===== config.mk =====
export PLATFORM = sky130hd
export DESIGN_NAME = fifo_burst_reader
export DESIGN_NICKNAME = d
export VERILOG_FILES = /design/src/rtl/fifo_burst_reader.sv
export SDC_FILE = /design/constraint.sdc
export NUM_CORES = 1
export LEC_CHECK = 0
export BUFFER_PORTS_ARGS = -buffer_cell sky130_fd_sc_hd__buf_2
export CELL_PAD_IN_SITES_DETAIL_PLACEMENT = 1
export CELL_PAD_IN_SITES_GLOBAL_PLACEMENT = 1
export CORE_AREA = 2 2 103 105
export CTS_CLUSTER_DIAMETER = 50
export DETAILED_ROUTE_END_ITERATION = 10
export DIE_AREA = 0 0 105 107
export PLACE_DENSITY_LB_ADDON = 0.3
export SETUP_SLACK_MARGIN = 0.5
export SLEW_MARGIN = 10
export SYNTH_ARGS = -nofsm -noshare
export SYNTH_HDL_FRONTEND = slang
export SYNTH_SLANG_ARGS = --single-unit
export TNS_END_PERCENT = 100

===== constraint.sdc =====
create_clock -name sys_clk -period 7.9 [get_ports sys_clk]
set_clock_uncertainty 0.15 [all_clocks]
set_input_delay 1.58 -clock sys_clk [delete_from_list [all_inputs] [get_ports sys_clk]]
set_output_delay 1.58 -clock sys_clk [all_outputs]
set_load 0.005 [all_outputs]

===== src/rtl/fifo_burst_reader.sv =====
// Burst read controller for the dual-clock sample FIFO. It presents samples as a valid/ready stream.
// Optional frame marker (m_last) is built when FBR_FRAME_LAST_EN is defined.
module fifo_burst_reader #(
  parameter int unsigned DATA_W    = 31,
  parameter int unsigned FRAME_LEN = 1024
) (
  input  logic              sys_clk,
  input  logic              sys_rstn,
  input  logic              enable,
  output logic              fifo_rd_en,
  input  logic [DATA_W-1:0] fifo_rd_data,
  input  logic              fifo_empty,
  input  logic              fifo_almost_empty,
  input  logic              fifo_almost_full,
  output logic [DATA_W-1:0] m_data,
  output logic              m_valid,
  input  logic              m_ready,
  output logic              m_last,
  output logic              busy
);

  typedef enum logic [1:0] {StIdle, StWaitFill, StBurst, StDrain} state_e;

  state_e            r_state;
  state_e            w_state_next;
  logic              r_inflight;
  logic [1:0]        r_count;
  logic              r_head;
  logic [DATA_W-1:0] r_buf [2];

  logic       w_pop;
  logic       w_store;
  logic       w_take;
  logic [2:0] w_credit;

  // The in-flight read word is bypassed to the output, so the first beat is
  // valid the cycle after fifo_rd_en. It is latched only if it is not consumed.
  assign m_valid  = (r_count != 2'd0) | r_inflight;
  assign w_pop    = m_valid & m_ready;
  assign m_data   = (r_count != 2'd0) ? r_buf[r_head] : (r_inflight ? fifo_rd_data : '0);
  assign w_credit = {1'b0, r_count} + {2'b00, r_inflight} - {2'b00, w_pop};
  assign w_store  = r_inflight & ~(w_pop & (r_count == 2'd0));
  assign w_take   = w_pop & (r_count != 2'd0);
  assign busy     = (r_state == StBurst) | (r_state == StDrain);

  always_comb begin
    w_state_next = r_state;
    fifo_rd_en   = 1'b0;
    case (r_state)
      StIdle: begin
        if (enable) w_state_next = StWaitFill;
      end
      StWaitFill: begin
        if (!enable) w_state_next = StIdle;
        else if (fifo_almost_full) w_state_next = StBurst;
      end
      StBurst: begin
        if (fifo_almost_empty || !enable) begin
          w_state_next = StDrain;
        end else begin
          fifo_rd_en = ~fifo_empty & (w_credit <= 3'd1);
        end
      end
      StDrain: begin
        if (!r_inflight && (r_count == 2'd0)) begin
          w_state_next = enable ? StWaitFill : StIdle;
        end
      end
      default: w_state_next = StIdle;
    endcase
  end

  always_ff @(posedge sys_clk or negedge sys_rstn) begin
    if (!sys_rstn) begin
      r_state    <= StIdle;
      r_inflight <= 1'b0;
      r_count    <= 2'd0;
      r_head     <= 1'b0;
      r_buf[0]   <= '0;
      r_buf[1]   <= '0;
    end else begin
      r_state    <= w_state_next;
      r_inflight <= fifo_rd_en;
      // The credit rule guarantees r_count < 2 whenever a word is stored.
      if (w_store) r_buf[r_head ^ r_count[0]] <= fifo_rd_data;
      if (w_take) r_head <= ~r_head;
      r_count <= r_count + {1'b0, w_store} - {1'b0, w_take};
    end
  end

`ifdef FBR_FRAME_LAST_EN
  localparam int unsigned CntW = (FRAME_LEN > 1) ? $clog2(FRAME_LEN) : 1;

  logic [CntW-1:0] r_frame_cnt;

  // FRAME_LEN is a power of two, so the counter wraps on its own.
  always_ff @(posedge sys_clk or negedge sys_rstn) begin
    if (!sys_rstn) begin
      r_frame_cnt <= '0;
    end else if (w_pop) begin
      r_frame_cnt <= r_frame_cnt + CntW'(1);
    end
  end

  assign m_last = m_valid & (r_frame_cnt == CntW'(FRAME_LEN - 1));
`else
  logic w_unused_frame_len;

  assign w_unused_frame_len = ^FRAME_LEN;
  assign m_last             = 1'b0;
`endif

endmodule

# Yosys cells after proc, flatten, opt, wreduce, memory -nomap -nowiden
# Index checks and enable logic that the tools add are counted.
dict set report op_classes {
  magnitude_cmp 4
  n_reduce_logical 9
  n_eq_ne 7
  n_mux 17
  addsub 4
  bitwise_logic 13
}
# operator n
set ops {}
lappend ops {{$mux W31} 6}
lappend ops {{$bwmux W62} 1}
lappend ops {{$demux W31 S1} 1}
lappend ops {{$mux W2} 5}
lappend ops {{$pmux W2 S4} 1}
lappend ops {{$and A1 B1 Y1} 5}
lappend ops {{$eq A2 B2 Y1 const B} 2}
lappend ops {{$ge A2 B2 Y1 const B} 2}
lappend ops {{$logic_not A2 Y1} 2}
lappend ops {{$ne A2 B1 Y1 const B} 2}
lappend ops {{$not A1 Y2} 2}
lappend ops {{$reduce_and A4 Y1} 1}
lappend ops {{$add A2 B1 Y3} 1}
lappend ops {{$le A3 B1 Y1 const B} 1}
lappend ops {{$mux W1} 3}
lappend ops {{$ne A3 B3 Y1 const B} 1}
lappend ops {{$not A1 Y1} 3}
lappend ops {{$sub A3 B1 Y3} 1}
lappend ops {{$add A2 B1 Y2} 1}
lappend ops {{$eq A2 B1 Y1 const B} 1}
lappend ops {{$logic_and A1 B1 Y1} 2}
lappend ops {{$logic_not A1 Y1} 2}
lappend ops {{$lt A2 B1 Y1 const B} 1}
lappend ops {{$ne A2 B2 Y1 const B} 1}
lappend ops {{5 further kinds} 6}
dict set report word_totals {
  elab_cells 60
  out_inout_bits 35
  regBits 68
}

# Depth between registers and ports, before layout
dict set report logic_depth {
  depth_word 8
  mapped_depth 12
}

# Least setup slack after synthesis
# No wires, ideal clock.
dict set report synth_path {
  path_type {input port to output port}
  start {input m_ready}
  end {output fifo_rd_en}
  t_arrival_ps 3032
  path_stages 8
  t_required_ps 6170
  path_buffers 0
  setup_slack_ps 3138
  cell_sequence {and2_1 ha_1 inv_1 ha_1 inv_1 fa_1 xor2_1 nor4b_1}
}
dict set report synth_between {
  elab_chain_len 6
}
# element line
set synth_rtl {}
lappend synth_rtl {{start: declaration} 17} ;# input logic m_ready,
lappend synth_rtl {{$and A1 B1 Y1} 39} ;# assign w_pop = m_valid & m_ready;
lappend synth_rtl {{$sub A3 B1 Y3} 41} ;# assign w_credit = {1'b0, r_count} + {2'b00, r_inflight} - {2'b00, w_pop};
lappend synth_rtl {{$le A3 B1 Y1} 61} ;# fifo_rd_en = ~fifo_empty & (w_credit <= 3'd1);
lappend synth_rtl {{$and A1 B1 Y1} 61}
lappend synth_rtl {{$mux W1} 58} ;# if (fifo_almost_empty || !enable) begin
lappend synth_rtl {{$mux W1} 49} ;# case (r_state)
lappend synth_rtl {{end: declaration} 10} ;# output logic fifo_rd_en,
# Every way passes these cells.

# Worst setup path after layout
dict set report layout_path {
  start {register r_inflight}
  end {output fifo_rd_en}
}
dict set report layout_between {
  elab_chain_len 7
  word_cells_on_any_way 8
}
# element line
set layout_rtl {}
lappend layout_rtl {{start: declaration} 26} ;# logic r_inflight;
lappend layout_rtl {{start signal: assignment} 83} ;# r_inflight <= fifo_rd_en;
lappend layout_rtl {{branches (longest 2 deep; another with $add A2 B1 Y3)} --}
lappend layout_rtl {{$sub A3 B1 Y3 *} 41}
lappend layout_rtl {{$le A3 B1 Y1 *} 61}
lappend layout_rtl {{$and A1 B1 Y1 *} 61}
lappend layout_rtl {{$mux W1 *} 58}
lappend layout_rtl {{$mux W1 *} 49}
# Every way passes the cells marked *.

==> results_dict.tcl <==
set metrics [dict create \
    run_status "finished clean" \
    critical_path_required_ns 6.17 \
    numCtsBuffers 9 \
    drive_above_1_share 0.1952 \
    grt_max_degree 94 \
    drt_iter0_drc 280 \
    yosysWarnings 0 \
    hold_violations 0 \
    cts_setup_buffers 0 \
    grt.total_usage 0.2606 \
    start_kind "register" \
    ant_nets 0 \
    min_to "r_buf[4]$_DFFE_PN0P_" \
    synth_edf_count 0 \
    hold_ws_ns 0.3876 \
    wl_per_cell_um 21.19 \
    drv_slew 0 \
    nNetsFinal 582 \
    core_area_um2 10090 \
    slew_headroom 0.2637 \
    critPathCaptureType "output port" \
    path_clk_slew_ns 0.07 \
    yosysUniqueCellTypes 34 \
    finalCritPeriodShare 0.7412 \
    drt_first_pass_iters 4 \
    final_common_cell "nand3_1" \
    via_per_inst 6.669 \
    synth_top_area_share 0.3691 \
    worstSetupPathType "register to output port" \
    clock_sinks 68 \
    r2r-end "r_inflight$_DFF_PN0_" \
    ys_seq_area_frac 0.3691 \
    start_util 0.4569 \
    synthArstFlopShare 1.000 \
    die_h_um 107 \
    grt_pass1_wl_um 23940 \
    dpl.cell_count 664 \
    postSynthAreaPerCell_um2 8.850 \
    finish.instance_area_um2 5072 \
    num_antenna_cells 0 \
    synth_nets 564 \
    worstPathArrival_ns 4.13 \
    final_cell_mix "nand3_1 (94), buf_2 (71), dfrtp_1 (66)" \
    die_w_um 105 \
    clk_latency_ns 0.34 \
    cts.htree.levels 3 \
    antenna_found_initial 0 \
    hold_class "register to register" \
    crit_path_max_fanout 93 \
    io-pin-count 73 \
    max_freq_ghz 0.1708 \
    placed_cell_area_um2 4885 \
    drv_cap 0 \
    cts_resized 0 \
    ys.flop_type "dfrtp_1" \
    final_cells 679 \
    cts_root_buf "clkbuf_8" \
    holdCritStartpoint "r_buf[4]$_DFFE_PN0P_" \
    worst_slew_pin_slew_ns 1.103 \
    cts_tree "built" \
    setup_tns_ns 0 \
    syn_inst 521 \
    die_area_um2 11240 \
    post-route-min-period_ns 5.855 \
    setup_violations 0 \
    cts_hold_buf 0 \
    rsz0062_at_grt "false" \
    vias 4528 \
    rr_startpoint "r_inflight$_DFF_PN0_" \
    yosysTopAreaCell "dfrtp_1" \
    drc_errors 0 \
    clk_path_buf_depth 2 \
    grt_pass1_vias 4572 \
    finalPower_w 0.001630 \
    area_growth_pct 10.01 \
    netlist_top_cells_area "dfrtp_1 (37%), a32oi_1 (12%), nand3_1 (10%), nand4_1 (8.4%), o21ai_0 (6.8%)" \
    dp.final_hpwl_um 8211 \
    overflow 0 \
    cellLeakagePower_nw 1.662 \
    r2r_slack_ns 4.02 \
    num_rows 37 \
    reg2reg_depth 10 \
    gp_congestion 0.7424 \
    netlist_area_um2 4611 \
    port_buffers 71 \
    whs_path_depth 2 \
    p_per_area_nw_per_um2 321.4 \
    wl_um 14390 \
    ys_ff_latch 68 \
    vdd_drop_max_mv 0.1710 \
]
[flip-flops by register name, summed over array words and instances (netlist names), named ones only]
signal / flops
r_count: 2
r_inflight: 1
r_head: 1
r_buf: 62
r_state: 1
[metrics by stage]
step | setup WS (ns) | utilization
floorplan | 3.138 | -
global placement | 2.610 | 0.4840
detailed placement | 2.436 | 0.4840
CTS | 2.035 | 0.5026
global route | 1.794 | 0.5026
finish | 2.045 | 0.5026
[critical path, cell delays in order, from the launching register on]
cell and delay [ns]:
dfrtp_4 1.02, inv_1 0.78, nand2_1 0.23, and2_1 0.16, ha_1 0.23, inv_1 0.06
ha_1 0.13, inv_1 0.05, fa_1 0.37, xor2_1 0.15, nor4b_1 0.37, buf_2 0.19
[routing by layer]
metal  vias to the layer above  wire [um]  track usage
met5                         -          0            0
met4                         0        174      0.08095
met3                        13        632      0.02796
met2                       126       7107       0.4341
met1                      2283       6477       0.3576
li1                       2106          -            -
[Yosys cell counts (2+ instances only)]
master / number
a32oi_1: 62
o21ai_0: 63
xnor2_1: 2
ha_1: 4
mux2i_1: 31
nor2b_1: 3
buf_4: 2
xor2_1: 2
nand3_1: 94
inv_1: 5
clkbuf_1: 22
o31ai_1: 31
buf_1: 7
dfrtp_1: 68
buf_2: 38
buf_6: 5
nand4_1: 62
nand2_1: 4
[where the power goes]
| part | switching, W | leakage (nW) | internal, W |
|---|---|---|---|
| logic | 0.000563 | 0.946 | 0.000301 |
| registers | 0.0000727 | 0.617 | 0.000410 |
| clock network | 0.000137 | 0.0986 | 0.000147 |
| total | 0.000773 | 1.66 | 0.000857 |
[cells by family (layout without fill, tap and decap cells)]
logic type,Yosys count,in the layout,synth area share
xor gates and xnor gates,4,4,0.007600
other,1,1,0.0008133
AOI/OAI and AO/OA,159,159,0.2429
muxes,31,31,0.06730
buffers and inverters,80,102,0.08548
and+or+nand+nor,173,173,0.2117
DFF,68,68,0.3691
adders and majority gates,5,5,0.01520
[worst max path at each step]
stage	start	end	slack [ns]	cells past startpoint
2_1_floorplan	m_ready	fifo_rd_en	3.14	8
4_1_cts	r_inflight$_DFF_PN0_	fifo_rd_en	2.04	11
5_1_grt	r_inflight$_DFF_PN0_	fifo_rd_en	1.79	11
6_report	r_inflight$_DFF_PN0_	fifo_rd_en	2.04	11
3_5_place_dp	r_inflight$_DFF_PN0_	fifo_rd_en	2.44	11
3_3_place_gp	r_inflight$_DFF_PN0_	fifo_rd_en	2.61	11
[cell type report]
| class | instances | area, um2 |
|---|---|---|
| clock inverter | 1 | 5.005 |
| multi-input combinational | 373 | 2551 |
| clock buffer | 14 | 182.7 |
| timing repair buffer | 82 | 437.9 |
| tap | 136 | 170.2 |
| sequential | 68 | 1707 |
| inverter | 5 | 18.77 |
| fill | 1216 | 5020 |
Note: power is estimated with default switching activity, not from simulation.
